--- config.mk ---
export PLATFORM = sky130hd
export DESIGN_NAME = iterative_muldiv_unit
export DESIGN_NICKNAME = d
export VERILOG_FILES = /design/src/rtl/iterative_muldiv_unit.sv
export SDC_FILE = /design/constraint.sdc
export NUM_CORES = 1
export LEC_CHECK = 0
export CELL_PAD_IN_SITES_DETAIL_PLACEMENT = 1
export CELL_PAD_IN_SITES_GLOBAL_PLACEMENT = 1
export CORE_ASPECT_RATIO = 1.25
export CORE_MARGIN = 2
export CORE_UTILIZATION = 49
export DETAILED_ROUTE_END_ITERATION = 7
export MAX_ROUTING_LAYER = met4
export PLACE_DENSITY = 0.88
export SLEW_MARGIN = 20
export SYNTH_ARGS = -nofsm -noshare
export SYNTH_HDL_FRONTEND = slang
export SYNTH_SLANG_ARGS = --single-unit
--- constraint.sdc ---
create_clock -name clk_i -period 4.8 [get_ports clk_i]
set_input_delay 0.96 -clock clk_i [delete_from_list [all_inputs] [get_ports clk_i]]
set_output_delay 0.96 -clock clk_i [all_outputs]
set_load 0.05 [all_outputs]
--- src/rtl/iterative_muldiv_unit.sv ---
// Multi-cycle multiply/divide unit: one shift-add / restoring-subtract iteration per clock,
// sign correction on a final FIX cycle, Start/Busy/Done handshake.
module iterative_muldiv_unit #(
  parameter int DataWidth = 16,
  parameter bit SignedOps = 1'b1
) (
  input  logic                 clk_i,
  input  logic                 rst_i,
  input  logic                 start_i,
  input  logic [1:0]           op_i,
  input  logic [DataWidth-1:0] inSrc_i,
  input  logic [DataWidth-1:0] inDest_i,
  output logic                 busy_o,
  output logic                 done_o,
  output logic [DataWidth-1:0] outDest_o,
  output logic                 outZero_o,
  output logic                 outNegative_o,
  output logic                 outParity_o,
  output logic                 outOverflow_o,
  output logic                 divByZero_o
);

  localparam int W  = DataWidth;
  localparam int CW = $clog2(W);

  localparam logic [1:0] StIdle = 2'd0;
  localparam logic [1:0] StRun  = 2'd1;
  localparam logic [1:0] StFix  = 2'd2;
  localparam logic [1:0] StDone = 2'd3;

  logic [1:0]    state_q,   state_d;
  logic [CW-1:0] count_q,   count_d;
  logic [1:0]    op_q,      op_d;
  logic [W-1:0]  oper_q,    oper_d;
  logic [W-1:0]  accHi_q,   accHi_d;
  logic [W-1:0]  accLo_q,   accLo_d;
  logic          negRes_q,  negRes_d;
  logic          negRem_q,  negRem_d;
  logic          divZero_q, divZero_d;
  logic          divOvf_q,  divOvf_d;
  logic [W-1:0]  res_q,     res_d;
  logic          ovf_q,     ovf_d;
  logic          dbz_q,     dbz_d;

  logic          accept;
  logic          srcNeg, destNeg;
  logic [W-1:0]  srcMag, destMag;
  logic [W:0]    mulSum;
  logic [W:0]    divShifted;
  logic [W:0]    divDiff;
  logic          divGe;
  logic [2*W-1:0] prod, prodFix;
  logic [W-1:0]  quoFix, remFix;

  assign accept  = start_i && (state_q == StIdle || state_q == StDone);
  assign srcNeg  = SignedOps && inSrc_i[W-1];
  assign destNeg = SignedOps && inDest_i[W-1];
  assign srcMag  = srcNeg  ? -inSrc_i  : inSrc_i;
  assign destMag = destNeg ? -inDest_i : inDest_i;

  // Multiply: accLo holds the multiplier and shifts right as product bits arrive in accHi.
  // Divide: accHi is the partial remainder, accLo the dividend turning into the quotient.
  assign mulSum     = {1'b0, accHi_q} + (accLo_q[0] ? {1'b0, oper_q} : {(W+1){1'b0}});
  assign divShifted = {accHi_q, accLo_q[W-1]};
  assign divGe      = divShifted >= {1'b0, oper_q};
  assign divDiff    = divShifted - {1'b0, oper_q};

  assign prod    = {accHi_q, accLo_q};
  assign prodFix = negRes_q ? -prod : prod;
  assign quoFix  = negRes_q ? -accLo_q : accLo_q;
  assign remFix  = negRem_q ? -accHi_q : accHi_q;

  always_comb begin
    state_d   = state_q;
    count_d   = count_q;
    op_d      = op_q;
    oper_d    = oper_q;
    accHi_d   = accHi_q;
    accLo_d   = accLo_q;
    negRes_d  = negRes_q;
    negRem_d  = negRem_q;
    divZero_d = divZero_q;
    divOvf_d  = divOvf_q;
    res_d     = res_q;
    ovf_d     = ovf_q;
    dbz_d     = dbz_q;
    if (accept) begin
      state_d   = StRun;
      count_d   = '0;
      op_d      = op_i;
      oper_d    = op_i[1] ? srcMag : destMag;
      accHi_d   = '0;
      accLo_d   = op_i[1] ? destMag : srcMag;
      negRes_d  = srcNeg ^ destNeg;
      negRem_d  = destNeg;
      divZero_d = (inSrc_i == '0);
      divOvf_d  = SignedOps && (inDest_i == {1'b1, {(W-1){1'b0}}}) && (inSrc_i == '1);
    end else begin
      case (state_q)
        StRun: begin
          if (op_q[1]) begin
            accHi_d = divGe ? divDiff[W-1:0] : divShifted[W-1:0];
            accLo_d = {accLo_q[W-2:0], divGe};
          end else begin
            accHi_d = mulSum[W:1];
            accLo_d = {mulSum[0], accLo_q[W-1:1]};
          end
          if (count_q == CW'(W-1)) begin
            state_d = StFix;
          end else begin
            count_d = count_q + CW'(1);
          end
        end
        StFix: begin
          state_d = StDone;
          dbz_d   = op_q[1] && divZero_q;
          case (op_q)
            2'b00: begin
              res_d = prodFix[W-1:0];
              ovf_d = SignedOps ? (prodFix[2*W-1:W] != {W{prodFix[W-1]}})
                                : (prodFix[2*W-1:W] != '0);
            end
            2'b01: begin
              res_d = prodFix[2*W-1:W];
              ovf_d = 1'b0;
            end
            2'b10: begin
              res_d = divZero_q ? '1 : quoFix;
              ovf_d = divOvf_q;
            end
            2'b11: begin
              res_d = remFix;
              ovf_d = divOvf_q;
            end
          endcase
        end
        StDone:  state_d = StIdle;
        default: state_d = StIdle;
      endcase
    end
  end

  always_ff @(posedge clk_i or posedge rst_i) begin
    if (rst_i) begin
      state_q   <= StIdle;
      count_q   <= '0;
      op_q      <= '0;
      oper_q    <= '0;
      accHi_q   <= '0;
      accLo_q   <= '0;
      negRes_q  <= 1'b0;
      negRem_q  <= 1'b0;
      divZero_q <= 1'b0;
      divOvf_q  <= 1'b0;
      res_q     <= '0;
      ovf_q     <= 1'b0;
      dbz_q     <= 1'b0;
    end else begin
      state_q   <= state_d;
      count_q   <= count_d;
      op_q      <= op_d;
      oper_q    <= oper_d;
      accHi_q   <= accHi_d;
      accLo_q   <= accLo_d;
      negRes_q  <= negRes_d;
      negRem_q  <= negRem_d;
      divZero_q <= divZero_d;
      divOvf_q  <= divOvf_d;
      res_q     <= res_d;
      ovf_q     <= ovf_d;
      dbz_q     <= dbz_d;
    end
  end

  assign busy_o        = (state_q == StRun) || (state_q == StFix);
  assign done_o        = (state_q == StDone);
  assign outDest_o     = res_q;
  assign outZero_o     = (res_q == '0);
  assign outNegative_o = SignedOps && res_q[W-1];
  assign outParity_o   = ~^res_q;
  assign outOverflow_o = ovf_q;
  assign divByZero_o   = dbz_q;

endmodule

Yosys cells after proc, flatten, opt, wreduce, memory -nomap -nowiden. Cells that the tools add are included.

Equal/unequal tests: 12. $lt $le $gt $ge: 1. Bitwise gates (word level): 2. Reductions and logical operators: 14. Mux-type cells: 24. $add $sub $neg: 8.

Operators by type and width (count): $mux W16 (15); $neg A16 Y16 (4); $pmux W16 S4 (1); $eq A16 B16 Y1 const B (2); $logic_not A16 Y1 (2); $mux W32 (1); $neg A32 Y32 (1); $add A16 B16 Y17 (1); $ge A17 B16 Y1 (1); $ne A16 B16 Y1 (1); $reduce_xnor A16 Y1 (1); $sub A16 B16 Y16 (1); $mux W4 (3); $eq A2 B2 Y1 const B (4); $add A4 B1 Y4 const B (1); $eq A2 B1 Y1 const B (2); $eq A4 B4 Y1 const B (1); $logic_not A2 Y1 (2); $mux W2 (2); $pmux W2 S2 (1); $reduce_and A2 Y1 (2); $logic_and A1 B1 Y1 (3); $ne A3 B3 Y1 const B (1); $pmux W1 S3 (1); other kinds (6) (7).

Output and inout bits: 23. Word-level logic and storage cells: 74. Flip-flop bits (word level): 78.

Depth between registers and ports, before layout. Gate-level depths: netlist of run 1.

Depth in word-level cells: 5. Depth in mapped cells: 13. Gate-level depth less buffers: 12.

Worst setup path after synthesis of run 1. Ideal clock, no wire load.

Kind: reg-to-output. From: register res_q[4], in the netlist outDest_o[4]. To: output port outParity_o. Slack: 1691 ps. Cell stages (with the launch flop): 6. Arrival time: 2149 ps. Data required time: 3840 ps. Cells stage by stage: dfrtp_1 inv_1 ha_1 xnor2_1 xnor2_1 xnor2_1.

Longest elaborated chain between the ends: 1.

Ends and longest elaborated chain: start, declared (RTL line 41) `logic [W-1:0] res_q, res_d;`; start signal, assigned (RTL line 169) `res_q <= res_d;`; $reduce_xnor A16 Y1 (RTL line 180) `assign outParity_o = ~^res_q;`; end, declared (RTL line 18) `output logic outParity_o,`.

No other way between the ends.

Worst setup path in the final report of run 1.
From: register accLo_q[0]. To: register accHi_q[15].

Longest elaborated chain between the ends: 5.

Ends and longest elaborated chain: start, declared (RTL line 36) `logic [W-1:0] accLo_q, accLo_d;`; start signal, assigned (RTL line 164) `accLo_q <= accLo_d;`; $mux W16 (RTL line 63) `assign mulSum = {1'b0, accHi_q} + (accLo_q[0] ? {1'b0, oper_q} : {(W+1){1'b0}});`; $add A16 B16 Y17 (RTL line 63); $mux W16 (RTL line 101) `if (op_q[1]) begin`; $mux W16 (RTL line 99) `case (state_q)`; $mux W16 (RTL line 87) `if (accept) begin`; end signal, assigned (RTL line 163) `accHi_q <= accHi_d;`; end, declared (RTL line 35) `logic [W-1:0] accHi_q, accHi_d;`.

No other way between the ends. The select of a mux whose other input is x is not followed. A chain may end at the register's enable or synchronous reset.

==> metrics.txt, run 1 <==
run status finished, final reports clean; total power 0.00755 W; Resize count post-CTS 0; # clock sinks 78; Starting Density 0.501; DRT antenna net count 0; Final Skew 0.0101 ns; unrepaired setup endpoints after global routing no; RePlAce Congestion 0.908; Worst setup EP type flop; Post-synth ARST share 1.00; initial antenna violation count 0; Fillers 1935; Slew headroom 0.348; clk slew on worst S/H paths 0.07 ns; Max-Cap Viols 0; Peak VDD IR 0.000386 V; full die area 17000 sq um; die width 117 microns; Syn. warnings 0; vias post-DR 7815; layout cells sized above 1 0.0508; Leak 3.61 nW; CTS Hold Bufs 0; Worst Tran Pin Value 0.978 ns; Core ar. 15600 sq um; initial DRC count 511; synth cell count leaders 115 x o21ai_0, 103 x nand2_1, 78 x dfrtp_1, 70 x nor2_1, 60 x inv_1; Post-CTS Setup Bufs 0; # DRC 0; vias per cell 6.33; nets 1106; total CTS buffers 9; number of port buffers 59; GRT overflow 0; first-pass GRT wire length 42300 microns; post-route cell area 8820 sq um; drt total wl 26200 microns; Synth-to-Final Area Change 12.7%; final worst path period need 3.59 ns; hold_ws 0.481 ns; Worst Setup Path Type reg2reg; Post-Syn Area 7830 sq um; top post-synthesis cells by area dfrtp_1 25%, ha_1 7.8%, o21ai_0 7.4%, xnor2_1 5.7%, nand2_1 4.9%; required time of the critical path 5.03 ns; drt wl/cell 21.2 microns; H-tree Lvls 3; EDFF count, synth 0; Cell Pwr Density 857 nW/um^2; Worst Path Arrival 3.82 ns; most frequent cell after synthesis o21ai_0; ys flop type dfrtp_1; Core Rows 51; setup TNS 0 ns; worst min-delay path category reg2reg; DIE HEIGHT 145 microns; Final Hold Viols 0; Ports 60; largest net degree at the start of global routing 53; final period utilization 0.749; Post-Synthesis Net Count 1094; Seq/Total Area, Yosys 0.249; final slew viol count 0; synthesized flop and latch total 78; CTS root buf clkbuf_16; TritonRoute pass-1 iters 5; final setup violation count 0; most area-hungry cell type in the Yosys netlist dfrtp_1; Clk Latency, worst-skew pair 0.36 ns; Detailed Place HPWL 19600 microns; Crit Path Max Fanout 17; placed inst area 8500 sq um; Mapped Avg Cell Area 7.78 sq um; top cell type's share of synthesized area 0.249; count of cell types in the netlist 69; gr usage total 0.328; Synth Instances 1006; antenna cells 0; Startpoint Class flop; Clock Tree Buf Depth 2; TritonCTS clock tree built; vias in the first global route 8026; fmax 0.278 GHz
worst paths after layout:
check	depth (start not counted)	to	startpoint	slack (ns)
hold / removal	2	oper_q[5]	oper_q[5]	0.48
max in group asynchronous	3	accLo_q[1]	rst_i	2.76
hold reg to reg	2	oper_q[5]	oper_q[5]	0.48
setup reg to reg	11	accHi_q[15]	accLo_q[0]	1.21
min in group asynchronous	2	outDest_o[6]	rst_i	1.11
setup / recovery	11	accHi_q[15]	accLo_q[0]	1.21
metrics by stage:
stage / setup slack [ns] / util / instances
2_1_floorplan: 1.69 / - / 1006
6_report: 1.21 / 0.564 / 1235
4_1_cts: 1.22 / 0.564 / 1235
3_5_place_dp: 1.13 / 0.544 / 1219
5_1_grt: 0.988 / 0.564 / 1235
3_3_place_gp: 1.30 / 0.544 / 1219
sequential cells by signal (all words and copies together) (netlist names), 2 cells and up:
signal / cells
accHi_q: 16
accLo_q: 16
oper_q: 16
outDest_o: 16
count_q: 4
op_q: 2
state_q: 2
final cells by class:
class	count	area, sq um	share of cell area
clock buffers	11	233	0.0264
clock inverters	5	82.6	0.00937
inverters	62	234	0.0265
multi-input cells	798	5380	0.611
flip-flops and latches	78	1950	0.222
well taps	212	265	0.0301
repair buffers	69	666	0.0755
cell families after synthesis:
logic type	synth area share
xor+xnor	0.105
compound gates	0.242
mux	0.0595
flops	0.249
buf+inv	0.0640
simple gates	0.197
fa+ha+maj	0.0835
per-layer routing:
metal  GRT usage  vias to the layer above  wire (microns)
met3      0.0522                       68            1150
met4       0.145                        0             971
met5           -                        -               0
met1       0.391                     3871           10700
met2       0.539                      235           13400
li1            -                     3641               -
critical path: stages (launching register included):
cell and delay, ns:
dfrtp_1 0.45, clkinv_1 0.52, nor2_1 0.25, ha_1 0.30
nor2b_1 0.18, o31a_1 0.30, o2111ai_1 0.37, nand3_1 0.22
a41oi_1 0.34, o21bai_1 0.11, a211oi_1 0.32, o41ai_1 0.10
report_power, final:
group | switching (W) | internal, W | total [W]
registers | 0.000550 | 0.000954 | 0.00150
logic | 0.00321 | 0.00208 | 0.00529
clock network | 0.000298 | 0.000458 | 0.000756
total | 0.00406 | 0.00349 | 0.00755
layout by cell type (no fill, tap or decap), types with 12 or more instances in the layout:
cell	n
clkdlybuf4s50_1	59
o31ai_1	18
nand4_1	16
ha_1	48
mux2i_1	33
xnor2_1	51
nor3_1	16
o21ai_0	115
nand2b_1	12
a211oi_1	19
a21oi_1	51
xor2_1	43
o211ai_1	18
inv_1	59
nor4_1	16
nand3_1	18
a22oi_1	14
dfrtp_1	77
nor2_1	70
nand2_1	103
Power figures use the tool's default switching activity.
==> run 2, diff against run 1 <==
Settings changed: CORE_UTILIZATION 49 to 45, PLACE_DENSITY 0.88 to 0.82.
Clock period 4.8 ns to 3.7 ns, I/O delays scaled along.
==> run 2 against run 1 <==
  * First-iteration DRC count shrank 25%
  * Sequential cell count is the same
  * Highest routed layer unchanged
  * Fmax grew 10%
  * Critical endpoint is now outOverflow_o
  * Global-route usage shrank 3.7 points
  * Sequential power grew 22%
  * Sequential share of layout area shrank 0.31 points
  * Largest power group unchanged
  * Register-to-register slack lost 0.77 ns
  * Critical path depth shrank 1
==> metrics.txt, run 2 (synthesized netlist as in run 1, its figures left out) <==
die width 122 microns; final period utilization 0.881; drt wl/cell 20.3 microns; DIE HEIGHT 151 microns; Crit Path Max Fanout 11; largest net degree at the start of global routing 79; commonest non-fill, non-tap cell in the layout o21ai_0; GRT overflow 0; setup TNS 0 ns; Core Rows 53; Resize count post-CTS 0; total CTS buffers 9; required time of the critical path 3.92 ns; unrepaired setup endpoints after global routing no; Core ar. 16900 sq um; full die area 18500 sq um; r2r worst-path depth 10; met3 WL 726 microns; layout cells sized above 1 0.0627; highest metal used met4; Clock Tree Buf Depth 2; Worst Path Arrival 3.48 ns; total power 0.00971 W; first-pass GRT wire length 40700 microns; CTS root buf clkbuf_16; worst min-delay path category reg2reg; Worst setup EP type flop; final setup violation count 0; Final Hold Viols 0; Clk Latency, worst-skew pair 0.35 ns; antenna cells 0; RR Endpoint outOverflow_o; final slew viol count 0; Cell Pwr Density 1090 nW/um^2; H-tree Lvls 3; Post-CTS Setup Bufs 0; Hold Crit Start oper_q[6]; Final Skew 0.00639 ns; nets 1120; Fillers 2097; Worst Setup Path Type reg2reg; met2 WL post-DR 12900 microns; fmax 0.307 GHz; clk slew on worst S/H paths 0.06 ns; vias per cell 6.12; vias in the first global route 7619; most frequent cells in the layout 115 x o21ai_0, 103 x nand2_1, 77 x dfrtp_1; Final Util 0.529; Starting Density 0.463; Slew headroom 0.435; CP Launch Point accHi_q[1]; Worst Tran Pin Value 0.847 ns; met1 wire length 11200 microns; # clock sinks 78; run status finished, final reports clean; reg2reg setup slack 0.44 ns; Leak 3.68 nW; TritonRoute pass-1 iters 4; Detailed Place HPWL 19500 microns; TritonCTS clock tree built; initial antenna violation count 0; Hold EP oper_q[6]; Startpoint Class flop; reg2reg start accHi_q[1]; final worst path period need 3.26 ns; Placed Cells 1241; DRT antenna net count 0; Ports 60; drt total wl 25500 microns; initial DRC count 382; gr usage total 0.291; CTS Hold Bufs 0; vias post-DR 7688; number of port buffers 59; WHS Path Cells 2; RePlAce Congestion 0.908; Peak VDD IR 0.000709 V; # DRC 0; non-filler cells, final 1257; Max-Cap Viols 0; hold_ws 0.483 ns; Synth-to-Final Area Change 14.2%
-- run 2: changes by cell type in the layout (fill, tap and decap cells not counted) --
cell,change
buf_12,+1
clkinvlp_4,+1
buf_4,+13
ha_2,-1
clkinv_4,-1
ha_1,+1
-- run 2: worst max-delay path by stage --
| stage | endpoint | slack, ns | depth (start not counted) |
|---|---|---|---|
| 2_1_floorplan | outOverflow_o | 0.69 | 11 |
| 3_3_place_gp | oper_q[14] | 0.42 | 9 |
| 3_5_place_dp | accLo_q[14] | 0.30 | 9 |
| 4_1_cts | outOverflow_o | 0.44 | 10 |
| 5_1_grt | outOverflow_o | 0.18 | 10 |
| 6_report | outOverflow_o | 0.44 | 10 |
-- run 2: area by class of cell --
cell class                      count  area, sq um  area share
Inverter                           62          234      0.0262
Clock buffer                       11          233      0.0260
Multi-Input combinational cell    798         5380       0.602
Sequential cell                    78         1950       0.218
Tap cell                          220          275      0.0308
Timing Repair Buffer               83          783      0.0876
Clock inverter                      5         81.3     0.00910
-- run 2: metal layers --
layer / vias up / global-route usage
met2: 147 / 0.499
li1: 3664 / -
met5: - / -
met4: 0 / 0.101
met3: 41 / 0.0282
met1: 3836 / 0.357
-- run 2: report_power, final --
part / switching, W / internal [W] / total [W]
logic: 0.00415 / 0.00275 / 0.00690
clock network: 0.000390 / 0.000594 / 0.000983
registers: 0.000590 / 0.00124 / 0.00183
-- run 2: through the flow --
step           cell area, sq um  setup WS (ns)
6_report                   8940          0.439
5_1_grt                    8940          0.178
4_1_cts                    8940          0.441
3_5_place_dp               8630          0.303
3_3_place_gp               8630          0.416
2_1_floorplan              7830          0.694
-- run 2: critical path, stage by stage, from the launching register on --
cell and delay (ns):
dfrtp_1 0.52, inv_1 0.26, ha_1 0.21, or4b_4 0.52, or3_4 0.43, nor3_2 0.12
mux2_1 0.16, a32oi_1 0.08, or4_1 0.54, a22oi_1 0.18, o21ai_1 0.10
